### config.mk
export PLATFORM = sky130hd
export DESIGN_NAME = per_uart_fifo
export DESIGN_NICKNAME = d
export VERILOG_FILES = /design/src/rtl/per_uart_fifo.sv
export SDC_FILE = /design/constraint.sdc
export NUM_CORES = 1
export LEC_CHECK = 0
export ABC_AREA = 1
export CORE_MARGIN = 2
export CORE_UTILIZATION = 37
export CTS_CLUSTER_SIZE = 12
export DETAILED_ROUTE_END_ITERATION = 8
export PLACE_DENSITY_LB_ADDON = 0.12
export RECOVER_POWER = 50
export SLEW_MARGIN = 20
export SYNTH_ARGS = -nofsm -noshare
export SYNTH_HDL_FRONTEND = slang
export SYNTH_SLANG_ARGS = --single-unit
### constraint.sdc
create_clock -name clk_i -period 6.59 [get_ports clk_i]
set_clock_uncertainty 0.1 [all_clocks]
set_input_delay 0.9885 -clock clk_i [delete_from_list [all_inputs] [get_ports clk_i]]
set_output_delay 0.9885 -clock clk_i [all_outputs]
set_load 0.005 [all_outputs]
### src/rtl/per_uart_fifo.sv
// per_uart_fifo: full-duplex 8N1 UART with TX/RX FIFOs, runtime baud divisor, sticky errors and maskable irq
module per_uart_fifo #(
  parameter int TX_DEPTH  = 16,
  parameter int RX_DEPTH  = 16,
  parameter int DIV_WIDTH = 16,
  parameter int DIV_RESET = 434
) (
  input  logic        clk_i,
  input  logic        reset_i,
  input  logic [15:0] addr_i,
  input  logic [31:0] wdata_i,
  output logic [31:0] rdata_o,
  input  logic [1:0]  size_i,
  input  logic        rd_i,
  input  logic        wr_i,
  input  logic        uart_rx_i,
  output logic        uart_tx_o,
  output logic        irq_o
);
  localparam int TAW = $clog2(TX_DEPTH);
  localparam int RAW = $clog2(RX_DEPTH);
  localparam int TCW = TAW + 1;
  localparam int RCW = RAW + 1;
  typedef enum logic [1:0] {IDLE, START, DATA, STOP} state_t;
  logic [DIV_WIDTH-1:0] baud, div_eff, tx_div, tx_ctr, rx_div, rx_ctr;
  logic ovr, ferr, ien_rx, ien_tx;
  logic [7:0] tx_mem [TX_DEPTH];
  logic [7:0] rx_mem [RX_DEPTH];
  logic [TAW-1:0] tx_wr, tx_rd;
  logic [RAW-1:0] rx_wr, rx_rd;
  logic [TCW-1:0] tx_cnt;
  logic [RCW-1:0] rx_cnt;
  logic tx_full, tx_empty, rx_full, rx_empty, tx_push, tx_pop, rx_push, rx_pop;
  logic wr_csr, wr_data, wr_baud, rd_data, tx_tc, rx_tc, rx_half, stop_smp, set_ovr, set_ferr, tx_idle;
  state_t tx_st, rx_st;
  logic [7:0] tx_sh, rx_sh;
  logic [2:0] tx_bit, rx_bit;
  logic rx_s1, rx_s2, rx_prev;
  logic [31:0] csr;
  logic unused;
  assign unused   = ^{size_i, wdata_i};
  assign wr_csr   = wr_i && addr_i == 16'h0000;
  assign wr_data  = wr_i && addr_i == 16'h0004;
  assign wr_baud  = wr_i && addr_i == 16'h0008;
  assign rd_data  = rd_i && addr_i == 16'h0004;
  assign div_eff  = baud < DIV_WIDTH'(2) ? DIV_WIDTH'(2) : baud;
  assign tx_full  = tx_cnt == TCW'(TX_DEPTH);
  assign tx_empty = tx_cnt == '0;
  assign rx_full  = rx_cnt == RCW'(RX_DEPTH);
  assign rx_empty = rx_cnt == '0;
  assign tx_tc    = tx_ctr == tx_div;
  assign rx_tc    = rx_ctr == rx_div;
  assign rx_half  = rx_ctr == (rx_div >> 1);
  assign tx_push  = wr_data && !tx_full;
  assign tx_pop   = !tx_empty && (tx_st == IDLE || (tx_st == STOP && tx_tc));
  assign rx_pop   = rd_data && !rx_empty;
  assign stop_smp = rx_st == STOP && rx_tc;
  assign rx_push  = stop_smp && rx_s2 && !rx_full;
  assign set_ovr  = stop_smp && rx_s2 && rx_full;
  assign set_ferr = stop_smp && !rx_s2;
  assign tx_idle  = tx_empty && tx_st == IDLE;
  assign csr      = {22'h0, ien_tx, ien_rx, 3'b000, ferr, ovr, tx_idle, !rx_empty, !tx_full};
  always_ff @(posedge clk_i) begin
    if (reset_i) begin
      tx_wr  <= '0;
      tx_rd  <= '0;
      tx_cnt <= '0;
      rx_wr  <= '0;
      rx_rd  <= '0;
      rx_cnt <= '0;
    end else begin
      tx_wr  <= tx_push ? tx_wr + TAW'(1) : tx_wr;
      tx_rd  <= tx_pop ? tx_rd + TAW'(1) : tx_rd;
      tx_cnt <= tx_cnt + TCW'(tx_push) - TCW'(tx_pop);
      rx_wr  <= rx_push ? rx_wr + RAW'(1) : rx_wr;
      rx_rd  <= rx_pop ? rx_rd + RAW'(1) : rx_rd;
      rx_cnt <= rx_cnt + RCW'(rx_push) - RCW'(rx_pop);
    end
  end
  always_ff @(posedge clk_i) begin
    if (tx_push) tx_mem[tx_wr] <= wdata_i[7:0];
    if (rx_push) rx_mem[rx_wr] <= rx_sh;
  end
  // tx_pop doubles as the frame loader, so a frame queued at the end of STOP starts with no gap
  always_ff @(posedge clk_i) begin
    if (reset_i) begin
      tx_st     <= IDLE;
      tx_ctr    <= '0;
      tx_div    <= '0;
      tx_bit    <= '0;
      tx_sh     <= '0;
      uart_tx_o <= 1'b1;
    end else begin
      tx_ctr <= (tx_st == IDLE || tx_tc) ? '0 : tx_ctr + DIV_WIDTH'(1);
      if (tx_pop) begin
        tx_st     <= START;
        tx_sh     <= tx_mem[tx_rd];
        tx_div    <= div_eff;
        uart_tx_o <= 1'b0;
      end else if (tx_tc) begin
        case (tx_st)
          START: begin
            tx_st     <= DATA;
            tx_bit    <= '0;
            uart_tx_o <= tx_sh[0];
          end
          DATA: begin
            tx_st     <= tx_bit == 3'd7 ? STOP : DATA;
            uart_tx_o <= tx_bit == 3'd7 ? 1'b1 : tx_sh[1];
            tx_sh     <= tx_sh >> 1;
            tx_bit    <= tx_bit + 3'd1;
          end
          STOP:    tx_st <= IDLE;
          default: ;
        endcase
      end
    end
  end
  always_ff @(posedge clk_i) begin
    if (reset_i) begin
      rx_s1   <= 1'b1;
      rx_s2   <= 1'b1;
      rx_prev <= 1'b1;
      rx_st   <= IDLE;
      rx_ctr  <= '0;
      rx_div  <= '0;
      rx_bit  <= '0;
      rx_sh   <= '0;
    end else begin
      rx_s1   <= uart_rx_i;
      rx_s2   <= rx_s1;
      rx_prev <= rx_s2;
      rx_ctr  <= (rx_st == IDLE || rx_tc || (rx_st == START && rx_half)) ? '0 : rx_ctr + DIV_WIDTH'(1);
      case (rx_st)
        IDLE: if (rx_prev && !rx_s2) begin
          rx_st  <= START;
          rx_div <= div_eff;
        end
        START: if (rx_half) begin
          rx_st  <= rx_s2 ? IDLE : DATA;
          rx_bit <= '0;
        end
        DATA: if (rx_tc) begin
          rx_sh  <= {rx_s2, rx_sh[7:1]};
          rx_bit <= rx_bit + 3'd1;
          rx_st  <= rx_bit == 3'd7 ? STOP : DATA;
        end
        STOP: if (rx_tc) rx_st <= IDLE;
        default: ;
      endcase
    end
  end
  always_ff @(posedge clk_i) begin
    if (reset_i) begin
      baud    <= DIV_WIDTH'(DIV_RESET);
      ien_rx  <= 1'b0;
      ien_tx  <= 1'b0;
      ovr     <= 1'b0;
      ferr    <= 1'b0;
      irq_o   <= 1'b0;
      rdata_o <= '0;
    end else begin
      if (wr_baud) baud <= wdata_i[DIV_WIDTH-1:0];
      if (wr_csr) {ien_tx, ien_rx} <= wdata_i[9:8];
      ovr   <= set_ovr | (ovr & !(wr_csr & wdata_i[3]));
      ferr  <= set_ferr | (ferr & !(wr_csr & wdata_i[4]));
      irq_o <= (ien_rx & !rx_empty) | (ien_tx & tx_empty) | ovr | ferr;
      if (rd_i)
        rdata_o <= addr_i == 16'h0000 ? csr :
                   addr_i == 16'h0004 ? {24'h0, rx_empty ? 8'h00 : rx_mem[rx_rd]} :
                   addr_i == 16'h0008 ? 32'(baud) : 32'h0;
    end
  end
endmodule

* Yosys cells after proc, flatten, opt, wreduce, memory -nomap -nowiden
Memories as Yosys holds them, arrays and structs flattened. A register that Yosys moved wholly into a read port is not among the register bits.
Cells that the tools add are included.
Widths: inputs -> output; s select.
** Cells by class
- Add/subtract/negate cells :: 12
- Magnitude comparators :: 1
- Equality and inequality tests :: 19
- Multiplexer cells :: 35
- Bitwise operators :: 12
- Reduce and logical (&&, ||, !) cells :: 51
** Operator list (number)
- $mux 16 :: 4
- $add 16x1->16 const B :: 2
- $eq 16x16->1 :: 2
- $mux 8 :: 4
- $add 4x1->4 const B :: 4
- $eq 16x15->1 :: 1
- $eq 16x3->1 const B :: 1
- $eq 16x4->1 const B :: 1
- $logic_and 1x1->1 :: 16
- $logic_not 16->1 :: 1
- $lt 16x2->1 const B :: 1
- $mux 4 :: 4
- $pmux 3 s2 :: 2
- $reduce_and 2->1 :: 6
- $mux 1 :: 11
- $add 5x1->5 :: 2
- $eq 5x5->1 const B :: 2
- $logic_not 5->1 :: 2
- $mux 2 :: 5
- $sub 5x1->5 :: 2
- $eq 2x2->1 const B :: 4
- $pmux 2 s4 :: 1
- $reduce_bool 2->1 :: 4
- $logic_not 1->1 :: 7
- 18 further kinds :: 41
** Storage, ports and cells
- Bits in registers :: 173
- Bits in writable memories :: 256
- Input port bits :: 55
- Output and inout bits :: 34
- Logic and storage cells :: 160
- Memories kept :: 2
** Memory list
- rx_mem :: words 16, width 8, rd ports 1, clocked after Yosys merged registers in 1, wr ports 1, line 28 : logic [7:0] rx_mem [RX_DEPTH];
- tx_mem :: words 16, width 8, rd ports 1, clocked after Yosys merged registers in 1, wr ports 1, line 27 : logic [7:0] tx_mem [TX_DEPTH];

* Longest topological paths before layout
Gate-level depths: netlist (run 1).
- Depth after elaboration :: 6
- Mapped depth :: 20
- Mapped depth without buffers :: 19

* Worst setup path before layout (run 1)
No wires, ideal clock.
- Path type :: input to register
- Start :: input addr_i[15]
- End :: register tx_cnt[4]
- Arrival time :: 3.235 ns
- Path slack :: 3.127 ns
- Stages :: 15
- Path buffers :: 0
- Cells stage by stage :: nor2_1 -> nand2_1 -> nor2_1 -> nand3b_2 -> nor2_1 -> inv_1 -> ha_1 -> inv_1 -> ha_1 -> inv_1 -> fa_1 -> nor3_1 -> a211oi_1 -> o21ai_0 -> a21oi_1
** Between the ends
- Longest elaborated chain between the ends :: 5
** RTL lines
- start, declared :: line 10 : input logic [15:0] addr_i,
- $eq 16x3->1 :: line 43 : assign wr_data = wr_i && addr_i == 16'h0004;
- $logic_and 1x1->1 :: line 43
- $logic_and 1x1->1 :: line 54 : assign tx_push = wr_data && !tx_full;
- $add 5x1->5 :: line 74 : tx_cnt <= tx_cnt + TCW'(tx_push) - TCW'(tx_pop);
- $sub 5x1->5 :: line 74
- end signal, assigned :: line 74
- end, declared :: line 31 : logic [TCW-1:0] tx_cnt;
Every way passes these cells.
A chain may end at the register's enable or synchronous reset.

* Final worst setup path (run 1)
- Start :: input reset_i
- End :: register tx_ctr[10]
** Between the ends
- Longest elaborated chain between the ends :: 1
** RTL lines
- start, declared :: line 9 : input logic reset_i,
- $reduce_or 2->1 (no source line)
- end signal, assigned :: line 94 : tx_ctr <= (tx_st == IDLE || tx_tc) ? '0 : tx_ctr + DIV_WIDTH'(1);
- end, declared :: line 25 : logic [DIV_WIDTH-1:0] baud, div_eff, tx_div, tx_ctr, rx_div, rx_ctr;
Every way passes these cells.

==> results.rst, run 1 <==
.. list-table::
   :header-rows: 1

   * - Metric
     - Value
   * - Drt first-iter violations
     - 927
   * - Total met3 wirelength after detailed routing
     - 2297 um
   * - Worst r2r path cells
     - 16
   * - Total clock buffers created by CTS
     - 46
   * - Area occupied by multi-input gates
     - 6142 sq um
   * - Leakage component of the power
     - 0.007643 uW
   * - Place WS
     - 2.065 ns
   * - Source-to-sink clock delay at the later pin of the worst-skew pair
     - 0.58 ns
   * - Average wire length per cell after detail routing
     - 17.09 um
   * - Die Area
     - 51110 sq um
   * - Peak ir drop on the vdd network
     - 0.2120 mV
   * - Number of gates given a new drive strength after cts
     - 0
   * - Most frequent cell on the critical path
     - sky130_fd_sc_hd__clkbuf_1
   * - Num ports
     - 89
   * - P per Cell Area
     - 323.1 nW/um^2
   * - Sequential cell area fraction in the yosys report
     - 60.23%
   * - Number of setup violations in the final report
     - 0
   * - First-pass DRT Iterations
     - 5
   * - Unrepaired setup endpoints after global routing
     - false
   * - Die Height
     - 226.1 um
   * - Sinks on Clock Net
     - 421
   * - Root buffer cell
     - sky130_fd_sc_hd__clkbuf_16
   * - Sw Ratio
     - 28.36%
   * - Endpoint class of the critical path
     - flip-flop
   * - Worst path slowest cell
     - sky130_fd_sc_hd__clkbuf_1
   * - WL final
     - 45300 um
   * - Reg area
     - 10990 sq um
   * - Hold Path Depth
     - 1
   * - Post-Layout Cell Count
     - 2651
   * - Smallest setup slack after layout
     - 2.580 ns
   * - Post-synthesis share of cell area spent on full adders, half adders and majority gates
     - 2.551%
   * - Net count reported at finish
     - 2040
   * - Critical Path AT
     - 4.38 ns
   * - Startpoint-to-endpoint class of the critical path
     - in -> reg
   * - Cts-stage hold buffer count
     - 0
   * - Largest incremental delay on the critical path
     - 1.17 ns
   * - Synth-to-layout area growth
     - 13.85%
   * - Combinational family with the most area after synthesis
     - simple AND/OR/NAND/NOR gates
   * - FFs w/ async S/R, synth
     - 0%
   * - Internal power of the cells
     - 4809 uW
   * - Share of cell area taken by muxes after synthesis
     - 0%
   * - Capture endpoint of the worst hold path
     - rx_s2$_SDFF_PP1_
   * - Max Cap Viol
     - 2
   * - Antenna violations before repair
     - 0
   * - Clock Pin Slew Worst Setup and Hold Paths
     - 0.06 ns
   * - Maximum net fanout on the critical path
     - 42
   * - Relative max-transition margin
     - -103.5%
   * - Share of the clock period used by the worst path after layout
     - 60.85%
   * - Number of standard cells after synthesis
     - 1917
   * - Overflow after GRT
     - 0
   * - Hold crit path type
     - reg -> reg
   * - Highest layer used for signal routing
     - met4
   * - Predominant post-synthesis flop cell
     - sky130_fd_sc_hd__edfxtp_1
   * - Final HPWL DP
     - 28950 um
   * - Cell class contributing the biggest share of worst-path delay
     - buffers and inverters
   * - P_sw
     - 1904 uW
   * - Simple-gate share of the synthesized area
     - 17.94%
   * - Measured slew at the worst slew-check pin
     - 3.052 ns
   * - Area post-placement
     - 19270 sq um
   * - Fraction of the mapped netlist area in compound gates
     - 11.51%
   * - GRT Overall Usage
     - 18.16%
   * - Final critical-path required period
     - 4.010 ns
   * - Setup crit start kind
     - input pin
   * - Floorplan row count
     - 81
   * - Parity-gate share of the synthesized area counting xor and xnor cells
     - 1.488%
   * - Worst-case clock buffer depth
     - 3
   * - Hold path startpoint
     - rx_s1$_SDFF_PP1_
   * - Max Slew Vio Count
     - 99
   * - Via count
     - 13090
   * - Buf/Inv on CP
     - 3
   * - Layout cell share with drive strength beyond 1
     - 5.737%
   * - Sum of met2 wire segment lengths after detailed routing
     - 21390 um
   * - Starting utilization of the core area
     - 37.35%
   * - Number of global-route vias before repair
     - 12610
   * - Post-CTS Setup Bufs
     - 0
   * - Count of different cell masters after synthesis
     - 48
   * - First-pass GRT wire length
     - 71680 um
   * - Maximum clock frequency
     - 0.2494 GHz
   * - Layout Cell Area excl Fill
     - 20770 sq um
   * - Placed insts
     - 2565
   * - DRC violation count after routing
     - 0
   * - Combinational Power Share
     - 17.1%
   * - Wire length the detailed router placed on met1
     - 20470 um
   * - Violated checks
     - max-capacitance violations, max-slew violations
   * - Flop2flop setup slack
     - 2.73 ns
   * - Average size of a mapped cell
     - 9.519 sq um
   * - Final ANT Viol Nets
     - 0
   * - Final count of hold timing violations
     - 0
   * - Number of warning messages in the yosys log
     - 0
   * - Status
     - finished, violations left
   * - TritonCTS clock tree
     - yes
   * - Count of antenna diodes in the layout
     - 0
   * - Area of the mapped netlist
     - 18250 sq um
   * - Sequence of cells on the critical path
     - clkbuf_1 > inv_1 > clkbuf_1 > nand3_1 > nor3b_1
   * - Average vias per placed instance
     - 4.939
   * - Flip-flop and latch count after synthesis
     - 421
   * - Required time of the worst setup path
     - 6.96 ns
   * - Share of total power in sequential cells
     - 44.2%
   * - Core area
     - 48850 sq um
   * - Pin count of the biggest net entering global routing
     - 69
   * - Clock share of power
     - 38.7%
   * - Die X
     - 226.1 um
   * - Post-synth EDFFs
     - 256
   * - Worst reg2reg path startpoint
     - tx_cnt[2]$_SDFF_PP0_
   * - CTS H-tree lvls
     - 2
   * - Quantity of I/O buffers inserted on ports
     - 54
   * - Final total negative setup slack
     - 0 ns
   * - Routability congestion estimate from global placement
     - 0.8081
   * - RR Endpoint
     - tx_cnt[4]$_SDFF_PP0_
   * - FILL cells
     - 4806
[logic make-up (layout without fill, tap and decap cells)]
kind of cell	after synthesis	after routing
adders and majority gates	36	36
buffers and inverters	272	327
AOI/OAI and AO/OA	381	381
other	1	16
DFF	421	421
xor gates and xnor gates	31	31
and+or+nand+nor	775	775
[placed cells by master (no fill, tap or decap), types with 4 or more instances in the layout]
cell and n:
sky130_fd_sc_hd__nand2_1 324, sky130_fd_sc_hd__nor2_1 277, sky130_fd_sc_hd__edfxtp_1 256, sky130_fd_sc_hd__o21ai_0 193, sky130_fd_sc_hd__inv_1 164, sky130_fd_sc_hd__dfxtp_1 163, sky130_fd_sc_hd__a21oi_1 115, sky130_fd_sc_hd__nand3_1 105
sky130_fd_sc_hd__clkbuf_16 49, sky130_fd_sc_hd__clkdlybuf4s50_1 37, sky130_fd_sc_hd__ha_1 34, sky130_fd_sc_hd__xor2_1 19, sky130_fd_sc_hd__nor3_1 19, sky130_fd_sc_hd__nand4_1 19, sky130_fd_sc_hd__o221ai_1 17, sky130_fd_sc_hd__a211oi_1 16
sky130_fd_sc_hd__conb_1 16, sky130_fd_sc_hd__dlygate4sd3_1 16, sky130_fd_sc_hd__o211ai_1 15, sky130_fd_sc_hd__clkbuf_1 14, sky130_fd_sc_hd__xnor2_1 12, sky130_fd_sc_hd__clkinv_1 11, sky130_fd_sc_hd__clkbuf_8 11, sky130_fd_sc_hd__o22ai_1 9
sky130_fd_sc_hd__buf_4 9, sky130_fd_sc_hd__inv_2 7, sky130_fd_sc_hd__or2_2 7, sky130_fd_sc_hd__clkinv_2 6, sky130_fd_sc_hd__a21oi_2 6, sky130_fd_sc_hd__o21ai_1 5, sky130_fd_sc_hd__nor4_1 5, sky130_fd_sc_hd__nor2_2 4
[sequential cells by signal, summed over array words and instances (netlist names), 4 cells and up, named ones only]
| name | count |
|---|---|
| rx_div | 16 |
| tx_div | 16 |
| baud | 16 |
| rx_rd | 4 |
| tx_wr | 4 |
| tx_cnt | 5 |
| rx_wr | 4 |
| rx_cnt | 5 |
| rx_sh | 8 |
| tx_ctr | 16 |
| rx_ctr | 16 |
| tx_rd | 4 |
| rdata_o | 16 |
| rx_mem | 128 |
| tx_sh | 8 |
| tx_mem | 128 |
[per-layer routing]
metal  global-route usage [%]  vias to the layer above
met2                    30.23                      273
met1                    24.21                     6223
met5                        0                        -
met4                    5.730                        0
li1                         -                     6528
met3                    2.992                       69
[cell usage after synthesis (18+ instances only)]
cell	count	share of area [%]
sky130_fd_sc_hd__o21ai_0	192	5.3
sky130_fd_sc_hd__inv_1	163	3.4
sky130_fd_sc_hd__nor2_1	276	5.7
sky130_fd_sc_hd__xor2_1	19	0.91
sky130_fd_sc_hd__clkbuf_1	52	1.1
sky130_fd_sc_hd__a21oi_1	115	3.2
sky130_fd_sc_hd__dfxtp_1	165	18
sky130_fd_sc_hd__nand3_1	105	2.9
sky130_fd_sc_hd__nand2_1	324	6.7
sky130_fd_sc_hd__edfxtp_1	256	42
sky130_fd_sc_hd__nor3_1	19	0.52
sky130_fd_sc_hd__ha_1	34	2.3
sky130_fd_sc_hd__buf_4	18	0.74
[per-stage QoR]
stage | power (uW) | hold slack, ns | util, %
floorplan | 3888 | 0.2895 | -
CTS | 6802 | 0.3174 | 42.60
global placement | 4161 | 0.3014 | 39.45
finish | 6713 | 0.3165 | 42.53
detailed placement | 4183 | 0.3026 | 39.45
global route | 7066 | 0.3314 | 42.53
[area by class of cell]
class / instances / share of cell area, %
clock inverters: 15 / 0.5722
repair buffers: 65 / 2.933
inverters: 176 / 3.186
flip-flops and latches: 421 / 52.91
clock buffers: 71 / 6.830
multi-input cells: 1239 / 29.57
well taps: 664 / 3.999
[worst register-to-register path: stages, from the launching register on]
cell and delay [ns]:
sky130_fd_sc_hd__dfxtp_1 0.32, sky130_fd_sc_hd__inv_1 0.08, sky130_fd_sc_hd__ha_1 0.17, sky130_fd_sc_hd__nand4_1 0.20, sky130_fd_sc_hd__o21ai_0 0.14, sky130_fd_sc_hd__inv_1 0.16
sky130_fd_sc_hd__nand2_4 0.40, sky130_fd_sc_hd__clkinv_2 0.52, sky130_fd_sc_hd__ha_1 0.46, sky130_fd_sc_hd__inv_1 0.07, sky130_fd_sc_hd__ha_1 0.16, sky130_fd_sc_hd__inv_1 0.05
sky130_fd_sc_hd__fa_1 0.41, sky130_fd_sc_hd__nor3_1 0.19, sky130_fd_sc_hd__a211oi_1 0.08, sky130_fd_sc_hd__o21ai_0 0.16, sky130_fd_sc_hd__a21oi_1 0.06
[power by group through the flow]
stage                     Sequential, uW  Combinational [uW]  Clock (uW)
after detailed placement            3030                1160           0
final                               2970                1140        2600
after floorplan                     3010                 881           0
after CTS                           2970                1160        2670
after global placement              3020                1140           0
after global routing                2980                1320        2770
[worst max path at each step]
stage               startpoint                    end  slack, ns  cells past startpoint
floorplan           addr_i[15]   tx_cnt[4]$_SDFF_PP0_       3.13                     15
global placement    addr_i[13]   tx_cnt[4]$_SDFF_PP0_       2.19                     16
detailed placement  addr_i[15]   tx_cnt[4]$_SDFF_PP0_       2.07                     16
CTS                 addr_i[13]   tx_cnt[4]$_SDFF_PP0_       2.68                     16
global route           reset_i  tx_ctr[10]$_SDFF_PP0_       2.18                      5
finish                 reset_i  tx_ctr[10]$_SDFF_PP0_       2.58                      5
No activity file was read; power rests on OpenSTA's default activity.
==> inputs of run 2 (changes only) <==
clock period = 3.25 ns   (was 6.59 ns; I/O delays follow)
==> run 2 against run 1 <==
The flow now finishes without violations; critical path depth up 9; total power increased by 100%; first-iteration DRC count down 26%; setup slack worse by 2.3 ns; utilization grew 0.61 points; combinational power is 110% higher; sequential power up 100%; hold slack lost 0.0019 ns; sequential share of layout area fell by 0.75 points; die area did not move; register-to-register slack worse by 2.4 ns.
==> results.rst, run 2 (same netlist as run 1, synthesis figures left out) <==
.. list-table::
   :header-rows: 1

   * - Metric
     - Value
   * - P_sw
     - 3907 uW (was 1904 uW)
   * - Most frequent cells in the layout
     - sky130_fd_sc_hd__nand2_1, sky130_fd_sc_hd__nor2_1, sky130_fd_sc_hd__edfxtp_1, sky130_fd_sc_hd__o21ai_0, sky130_fd_sc_hd__inv_1 (unchanged)
   * - Final HPWL DP
     - 30110 um (was 28950 um)
   * - Post-CTS Setup Bufs
     - 0 (unchanged)
   * - Number of gates given a new drive strength after cts
     - 0 (unchanged)
   * - Sw Ratio
     - 29.15% (was 28.36%)
   * - Quantity of I/O buffers inserted on ports
     - 54 (unchanged)
   * - Leakage component of the power
     - 0.007881 uW (was 0.007643 uW)
   * - Startpoint-to-endpoint class of the critical path
     - reg -> reg (was in -> reg)
   * - Place WS
     - -0.2135 ns (was 2.065 ns)
   * - RR Endpoint
     - rx_cnt[4]$_SDFF_PP0_ (was tx_cnt[4]$_SDFF_PP0_)
   * - First-pass DRT Iterations
     - 5 (unchanged)
   * - Flop2flop setup slack
     - 0.29 ns (was 2.73 ns)
   * - Worst reg2reg path startpoint
     - rx_ctr[13]$_SDFF_PP0_ (was tx_cnt[2]$_SDFF_PP0_)
   * - Area post-placement
     - 19690 sq um (was 19270 sq um)
   * - Count of antenna diodes in the layout
     - 0 (unchanged)
   * - Number of global-route vias before repair
     - 12760 (was 12610)
   * - Final ANT Viol Nets
     - 0 (unchanged)
   * - Die Height
     - 226.1 um (unchanged)
   * - Relative max-transition margin
     - 6.035% (was -103.5%)
   * - Met1 Track Usage GR
     - 24.59% (was 24.21%)
   * - Worst-case clock buffer depth
     - 3 (unchanged)
   * - Cell class contributing the biggest share of worst-path delay
     - simple AND/OR/NAND/NOR gates (was buffers and inverters)
   * - Share of total power in sequential cells
     - 45.0% (was 44.2%)
   * - Maximum net fanout on the critical path
     - 7 (was 42)
   * - Overflow after GRT
     - 0 (unchanged)
   * - Area occupied by multi-input gates
     - 6158 sq um (was 6142 sq um)
   * - Smallest setup slack after layout
     - 0.2857 ns (was 2.580 ns)
   * - Die Area
     - 51110 sq um (unchanged)
   * - Num ports
     - 89 (unchanged)
   * - WL final
     - 46010 um (was 45300 um)
   * - Average wire length per cell after detail routing
     - 17.05 um (was 17.09 um)
   * - Core area
     - 48850 sq um (unchanged)
   * - Unrepaired setup endpoints after global routing
     - false (unchanged)
   * - TritonCTS clock tree
     - yes (unchanged)
   * - Layout Cell Area excl Fill
     - 21070 sq um (was 20770 sq um)
   * - Net count reported at finish
     - 2092 (was 2040)
   * - Max Slew Vio Count
     - 0 (was 99)
   * - Drt first-iter violations
     - 682 (was 927)
   * - Routability congestion estimate from global placement
     - 0.8220 (was 0.8081)
   * - Root buffer cell
     - sky130_fd_sc_hd__clkbuf_16 (unchanged)
   * - Maximum clock frequency
     - 0.3374 GHz
   * - Cts-stage hold buffer count
     - 0 (unchanged)
   * - Clock share of power
     - 37.3% (was 38.7%)
   * - Global routing met3 resource utilization
     - 3.539% (was 2.992%)
   * - Met2 Use GR
     - 30.51% (was 30.23%)
   * - Via count
     - 13250 (was 13090)
   * - Endpoint class of the critical path
     - flip-flop (unchanged)
   * - Final design utilization
     - 43.14% (was 42.53%)
   * - DRC violation count after routing
     - 0 (unchanged)
   * - Share of the clock period used by the worst path after layout
     - 91.21%
   * - Setup crit start kind
     - flip-flop (was input pin)
   * - GRT Overall Usage
     - 18.33% (was 18.16%)
   * - Registers with the highest flip-flop counts
     - rx_mem: 128 flops, tx_mem: 128 flops (unchanged)
   * - Required time of the worst setup path
     - 3.61 ns (was 6.96 ns)
   * - Hold slack final
     - 0.3145 ns (was 0.3165 ns)
   * - Starting utilization of the core area
     - 37.35% (unchanged)
   * - CTS H-tree lvls
     - 2 (unchanged)
   * - Final critical-path required period
     - 2.964 ns
   * - FILL cells
     - 4840 (was 4806)
   * - Status
     - finished clean (was finished, violations left)
   * - Average vias per placed instance
     - 4.911 (was 4.939)
   * - Hold crit path type
     - reg -> reg (unchanged)
   * - Die X
     - 226.1 um (unchanged)
   * - First-pass GRT wire length
     - 72280 um (was 71680 um)
   * - Antenna violations before repair
     - 1 (was 0)
   * - Synth-to-layout area growth
     - 15.48% (was 13.85%)
   * - Largest incremental delay on the critical path
     - 0.38 ns (was 1.17 ns)
   * - Pin count of the biggest net entering global routing
     - 68 (was 69)
   * - Critical Path Source
     - rx_ctr[13]$_SDFF_PP0_ (was reset_i)
   * - Measured slew at the worst slew-check pin
     - 1.409 ns (was 3.052 ns)
   * - Reg area
     - 10990 sq um (unchanged)
   * - Sinks on Clock Net
     - 421 (unchanged)
   * - Final count of hold timing violations
     - 0 (unchanged)
   * - Number of setup violations in the final report
     - 0 (unchanged)
   * - Final total negative setup slack
     - 0 ns (unchanged)
   * - Peak ir drop on the vdd network
     - 0.7658 mV (was 0.2120 mV)
   * - P per Cell Area
     - 635.9 nW/um^2 (was 323.1 nW/um^2)
   * - Combinational Power Share
     - 17.6% (was 17.1%)
   * - Layout cell share with drive strength beyond 1
     - 7.670% (was 5.737%)
   * - Total clock buffers created by CTS
     - 46 (unchanged)
   * - Count of cell instances traversed by the critical path
     - 14 (was 5)
   * - Buf/Inv on CP
     - 2 (was 3)
   * - Internal power of the cells
     - 9494 uW (was 4809 uW)
   * - Max Cap Viol
     - 0 (was 2)
   * - Most common cell after layout, fill and taps aside
     - sky130_fd_sc_hd__nand2_1 (unchanged)
   * - Worst r2r path cells
     - 14 (was 16)
   * - Worst path slowest cell
     - sky130_fd_sc_hd__fa_1 (was sky130_fd_sc_hd__clkbuf_1)
   * - Clock Pin Slew Worst Setup and Hold Paths
     - 0.05 ns (was 0.06 ns)
   * - Critical Path AT
     - 3.32 ns (was 4.38 ns)
   * - Timing endpoint of the critical path
     - rx_cnt[4]$_SDFF_PP0_ (was tx_ctr[10]$_SDFF_PP0_)
   * - Sequence of cells on the critical path
     - or2_0 > a21oi_1 > nand3_1 > nor2_2 > nand4_4 > ha_1 > inv_1 > ha_1 > inv_1 > fa_1 > nor3_1 > a211oi_1 > o21ai_0 > a21oi_1 (was clkbuf_1 > inv_1 > clkbuf_1 > nand3_1 > nor3b_1)
   * - Floorplan row count
     - 81 (unchanged)
   * - Source-to-sink clock delay at the later pin of the worst-skew pair
     - 0.59 ns (was 0.58 ns)
   * - Busiest layer in global routing
     - met2 (unchanged)
-- run 2: changes by cell type in the layout (fill, tap and decap cells not counted), moves of 4 or more --
cell | previous run | this run
sky130_fd_sc_hd__o21ai_1 | 5 | 0
sky130_fd_sc_hd__buf_4 | 9 | 50
sky130_fd_sc_hd__clkbuf_1 | 14 | 21
sky130_fd_sc_hd__dlygate4sd3_1 | 16 | 27
sky130_fd_sc_hd__clkdlybuf4s50_1 | 37 | 26
sky130_fd_sc_hd__o21ai_0 | 193 | 197
sky130_fd_sc_hd__clkbuf_8 | 11 | 3
-- run 2: how the worst min path moves through the flow --
stage / slack, ns / depth (start not counted) / start / endpoint
floorplan: 0.29 / 1 / rx_s1$_SDFF_PP1_ / rx_s2$_SDFF_PP1_
global placement: 0.30 / 1 / rx_s1$_SDFF_PP1_ / rx_s2$_SDFF_PP1_
detailed placement: 0.31 / 1 / rx_s1$_SDFF_PP1_ / rx_s2$_SDFF_PP1_
CTS: 0.23 / 4 / reset_i / rx_st[0]$_SDFFE_PP0P_
global route: 0.33 / 1 / rx_s1$_SDFF_PP1_ / rx_s2$_SDFF_PP1_
finish: 0.31 / 1 / rx_s1$_SDFF_PP1_ / rx_s2$_SDFF_PP1_
-- run 2: worst register-to-register path, stage by stage, from the launching register on --
cell and delay [ns]:
sky130_fd_sc_hd__dfxtp_1 0.36, sky130_fd_sc_hd__or2_0 0.21, sky130_fd_sc_hd__a21oi_1 0.24, sky130_fd_sc_hd__nand3_1 0.14, sky130_fd_sc_hd__nor2_2 0.26, sky130_fd_sc_hd__nand4_4 0.12, sky130_fd_sc_hd__ha_1 0.31, sky130_fd_sc_hd__inv_1 0.06
sky130_fd_sc_hd__ha_1 0.15, sky130_fd_sc_hd__inv_1 0.05, sky130_fd_sc_hd__fa_1 0.38, sky130_fd_sc_hd__nor3_1 0.18, sky130_fd_sc_hd__a211oi_1 0.08, sky130_fd_sc_hd__o21ai_0 0.14, sky130_fd_sc_hd__a21oi_1 0.06
-- run 2: power groups by stage --
| stage | registers, uW | clock network [uW] | logic, uW |
|---|---|---|---|
| floorplan | 6100 | 0 | 1790 |
| global placement | 6150 | 0 | 2390 |
| detailed placement | 6150 | 0 | 2410 |
| CTS | 6040 | 5130 | 2420 |
| global route | 6070 | 5340 | 2720 |
| finish | 6040 | 5000 | 2360 |
-- run 2: layout make-up --
| class | count | area share, % |
|---|---|---|
| multi-input cells | 1239 | 29.22 |
| clock inverters | 20 | 0.9203 |
| inverters | 176 | 3.141 |
| well taps | 664 | 3.943 |
| flip-flops and latches | 421 | 52.17 |
| clock buffers | 61 | 5.872 |
| repair buffers | 117 | 4.732 |
-- run 2: stage by stage --
| step | total power [uW] | cells |
|---|---|---|
| 3_5_place_dp | 8564 | 2617 |
| 3_3_place_gp | 8536 | 2617 |
| 6_report | 13400 | 2698 |
| 5_1_grt | 14140 | 2698 |
| 2_1_floorplan | 7884 | 1932 |
| 4_1_cts | 13600 | 2698 |
-- run 2: metal layers --
metal,vias up,share of wire (%)
met5,-,0.033
met1,6338,46
met4,2,1.8
met2,231,47
li1,6627,-
met3,53,4.9
==> inputs of run 3 (changes only) <==
CTS_CLUSTER_SIZE = default   (was 12)
==> run 3 against run 2 <==
First-iteration DRC count rose by 4.8%; final area up 0.17%; non-clock buffer count unchanged; hold slack about the same; highest routed layer unchanged; critical path depth grew 2; maximum frequency shrank 0.99%; utilization increased by 0.072 points; cell count shrank 0.11%; clock power grew 3%; die area stayed put; via count is 0.37% lower; clock-buffer cell count down 1.
==> results.rst, run 3 (same netlist as run 1, synthesis figures left out) <==
.. list-table::
   :header-rows: 1

   * - Metric
     - Value
   * - Startpoint-to-endpoint class of the critical path
     - in -> reg (was reg -> reg)
   * - Net count reported at finish
     - 2091 (was 2092)
   * - Most common cell after layout, fill and taps aside
     - sky130_fd_sc_hd__nand2_1 (unchanged)
   * - Cell class contributing the biggest share of worst-path delay
     - simple AND/OR/NAND/NOR gates (unchanged)
   * - Number of global-route vias before repair
     - 12700 (was 12760)
   * - Setup crit start kind
     - input pin (was flip-flop)
   * - GRT Overall Usage
     - 18.34% (was 18.33%)
   * - Worst r2r path cells
     - 14 (unchanged)
   * - Sinks on Clock Net
     - 421 (unchanged)
   * - Status
     - finished clean (unchanged)
   * - Worst-case clock buffer depth
     - 3 (unchanged)
   * - Layout Cell Area excl Fill
     - 21110 sq um (was 21070 sq um)
   * - Worst path slowest cell
     - sky130_fd_sc_hd__dlygate4sd3_1 (was sky130_fd_sc_hd__fa_1)
   * - Final ANT Viol Nets
     - 0 (unchanged)
   * - Maximum clock frequency
     - 0.3340 GHz (was 0.3374 GHz)
   * - WL final
     - 45950 um (was 46010 um)
   * - Hold Path Depth
     - 1 (unchanged)
   * - Max Slew Vio Count
     - 0 (unchanged)
   * - TritonCTS clock tree
     - yes (unchanged)
   * - Flop2flop setup slack
     - 0.28 ns (was 0.29 ns)
   * - Die Area
     - 51110 sq um (unchanged)
   * - Hold crit path type
     - reg -> reg (unchanged)
   * - Antenna violations before repair
     - 1 (unchanged)
   * - Worst reg2reg path startpoint
     - rx_ctr[13]$_SDFF_PP0_ (unchanged)
   * - Number of setup violations in the final report
     - 0 (unchanged)
   * - Routability congestion estimate from global placement
     - 0.8220 (unchanged)
   * - Total clock buffers created by CTS
     - 45 (was 46)
   * - P per Cell Area
     - 640.7 nW/um^2 (was 635.9 nW/um^2)
   * - Area post-placement
     - 19690 sq um (unchanged)
   * - Num ports
     - 89 (unchanged)
   * - Average wire length per cell after detail routing
     - 17.05 um (about the same)
   * - Endpoint class of the critical path
     - flip-flop (unchanged)
   * - Max Cap Viol
     - 0 (unchanged)
   * - Hold slack final
     - 0.3147 ns (was 0.3145 ns)
   * - Quantity of I/O buffers inserted on ports
     - 54 (unchanged)
   * - Number of gates given a new drive strength after cts
     - 0 (unchanged)
   * - Buf/Inv on CP
     - 4 (was 2)
   * - Overflow after GRT
     - 0 (unchanged)
   * - Final HPWL DP
     - 30110 um (unchanged)
   * - Pin count of the biggest net entering global routing
     - 68 (unchanged)
   * - Sequence of cells on the critical path
     - dlygate4sd3_1 > nor2_1 > nand2_1 > nand3b_2 > nor2_1 > nand2_1 > inv_2 > ha_1 > inv_1 > ha_1 > inv_1 > fa_1 > nor3_1 > a211oi_1 > o21ai_0 > a21oi_1 (was or2_0 > a21oi_1 > nand3_1 > nor2_2 > nand4_4 > ha_1 > inv_1 > ha_1 > inv_1 > fa_1 > nor3_1 > a211oi_1 > o21ai_0 > a21oi_1)
   * - Die X
     - 226.1 um (unchanged)
   * - Count of antenna diodes in the layout
     - 0 (unchanged)
   * - Final total negative setup slack
     - 0 ns (unchanged)
   * - Layout cell share with drive strength beyond 1
     - 7.779% (was 7.670%)
   * - Smallest setup slack after layout
     - 0.2559 ns (was 0.2857 ns)
   * - Most frequent cells in the layout
     - sky130_fd_sc_hd__nand2_1, sky130_fd_sc_hd__nor2_1, sky130_fd_sc_hd__edfxtp_1, sky130_fd_sc_hd__o21ai_0, sky130_fd_sc_hd__inv_1 (unchanged)
   * - Core area
     - 48850 sq um (unchanged)
   * - Post-CTS Setup Bufs
     - 0 (unchanged)
   * - Starting utilization of the core area
     - 37.35% (unchanged)
   * - Hold path startpoint
     - rx_s1$_SDFF_PP1_ (unchanged)
   * - Die Height
     - 226.1 um (unchanged)
   * - First-pass DRT Iterations
     - 6 (was 5)
   * - Final count of hold timing violations
     - 0 (unchanged)
   * - DRC violation count after routing
     - 0 (unchanged)
   * - Measured slew at the worst slew-check pin
     - 1.393 ns (was 1.409 ns)
   * - Share of the clock period used by the worst path after layout
     - 92.12% (was 91.21%)
   * - Place WS
     - -0.2135 ns (unchanged)
   * - Via count
     - 13200 (was 13250)
   * - Registers with the highest flip-flop counts
     - rx_mem: 128 flops, tx_mem: 128 flops (unchanged)
   * - Floorplan row count
     - 81 (unchanged)
   * - CTS H-tree lvls
     - 2 (unchanged)
   * - Relative max-transition margin
     - 7.142% (was 6.035%)
   * - Source-to-sink clock delay at the later pin of the worst-skew pair
     - 0.58 ns (was 0.59 ns)
   * - Drt first-iter violations
     - 715 (was 682)
   * - Unrepaired setup endpoints after global routing
     - false (unchanged)
   * - Final critical-path required period
     - 2.994 ns (was 2.964 ns)
   * - FILL cells
     - 4831 (was 4840)
   * - Critical Path AT
     - 3.34 ns (was 3.32 ns)
   * - Clock Pin Slew Worst Setup and Hold Paths
     - 0.05 ns (about the same)
   * - Average vias per placed instance
     - 4.899 (was 4.911)
   * - Required time of the worst setup path
     - 3.60 ns (was 3.61 ns)
   * - First-pass GRT wire length
     - 72260 um (was 72280 um)
   * - Root buffer cell
     - sky130_fd_sc_hd__clkbuf_16 (unchanged)
   * - Peak ir drop on the vdd network
     - 0.5767 mV (was 0.7658 mV)
   * - Maximum net fanout on the critical path
     - 9 (was 7)
   * - Largest incremental delay on the critical path
     - 0.53 ns (was 0.38 ns)
   * - Capture endpoint of the worst hold path
     - rx_s2$_SDFF_PP1_ (unchanged)
   * - Leakage component of the power
     - 0.007907 uW (was 0.007881 uW)
   * - Cts-stage hold buffer count
     - 0 (unchanged)
   * - Synth-to-layout area growth
     - 15.67% (was 15.48%)
   * - RR Endpoint
     - rx_cnt[4]$_SDFF_PP0_ (unchanged)
   * - Total design power
     - 13520 uW (was 13400 uW)
==> run 3: changes by cell type in the layout (fill, tap and decap cells not counted), sizes merged <==
cell / previous run / this run
clkinvlp: 3 / 2
bufinv: 2 / 4
clkinv: 18 / 16
clkbuf: 73 / 72
inv: 173 / 172
==> run 3: how the worst max path moves through the flow <==
stage,from,to,slack (ns),cells after the start
floorplan,addr_i[15],tx_cnt[4]$_SDFF_PP0_,0.29,15
global placement,addr_i[15],rx_cnt[4]$_SDFF_PP0_,-0.18,17
detailed placement,addr_i[13],rx_cnt[4]$_SDFF_PP0_,-0.21,17
CTS,rx_ctr[13]$_SDFF_PP0_,rx_cnt[4]$_SDFF_PP0_,0.27,14
global route,addr_i[15],rx_cnt[4]$_SDFF_PP0_,0.02,17
finish,addr_i[5],rx_cnt[4]$_SDFF_PP0_,0.26,16
==> run 3: cell type report <==
type                       instances  area (sq um)  area share [%]
sequential                       421         10990           52.08
multi-input combinational       1239          6165           29.21
clock buffer                      60          1244           5.892
timing repair buffer             117         997.2           4.724
tap                              664         830.8           3.936
inverter                         176         661.9           3.136
clock inverter                    18         216.5           1.025
==> run 3: routing by layer <==
metal	up-vias	track usage, %	wire length, um
met5	-	0	13
met4	2	4.351	859
met3	58	3.513	2201
met2	224	30.55	21500
met1	6289	24.69	21370
li1	6629	-	-
==> run 3: stage by stage <==
stage          util (%)  cells
6_report          43.21   2695
5_1_grt           43.21   2695
4_1_cts           43.29   2695
3_5_place_dp      40.31   2617
3_3_place_gp      40.31   2617
2_1_floorplan         -   1932
==> run 3: worst register-to-register path: cells and delay by family (launching register included) <==
family                   cells  cell delay (ns)
flip-flops                   1             0.36
buffers and inverters        2             0.11
adder cells (fa/ha/maj)      3             0.84
AO/OA/AOI/OAI                4             0.51
AND/OR/NAND/NOR              5             0.90
==> run 3: report_power, final <==
| group | switching [uW] | internal [uW] |
|---|---|---|
| Combinational | 1590 | 776 |
| Clock | 2120 | 3010 |
| Sequential | 165 | 5870 |
| Total | 3870 | 9650 |
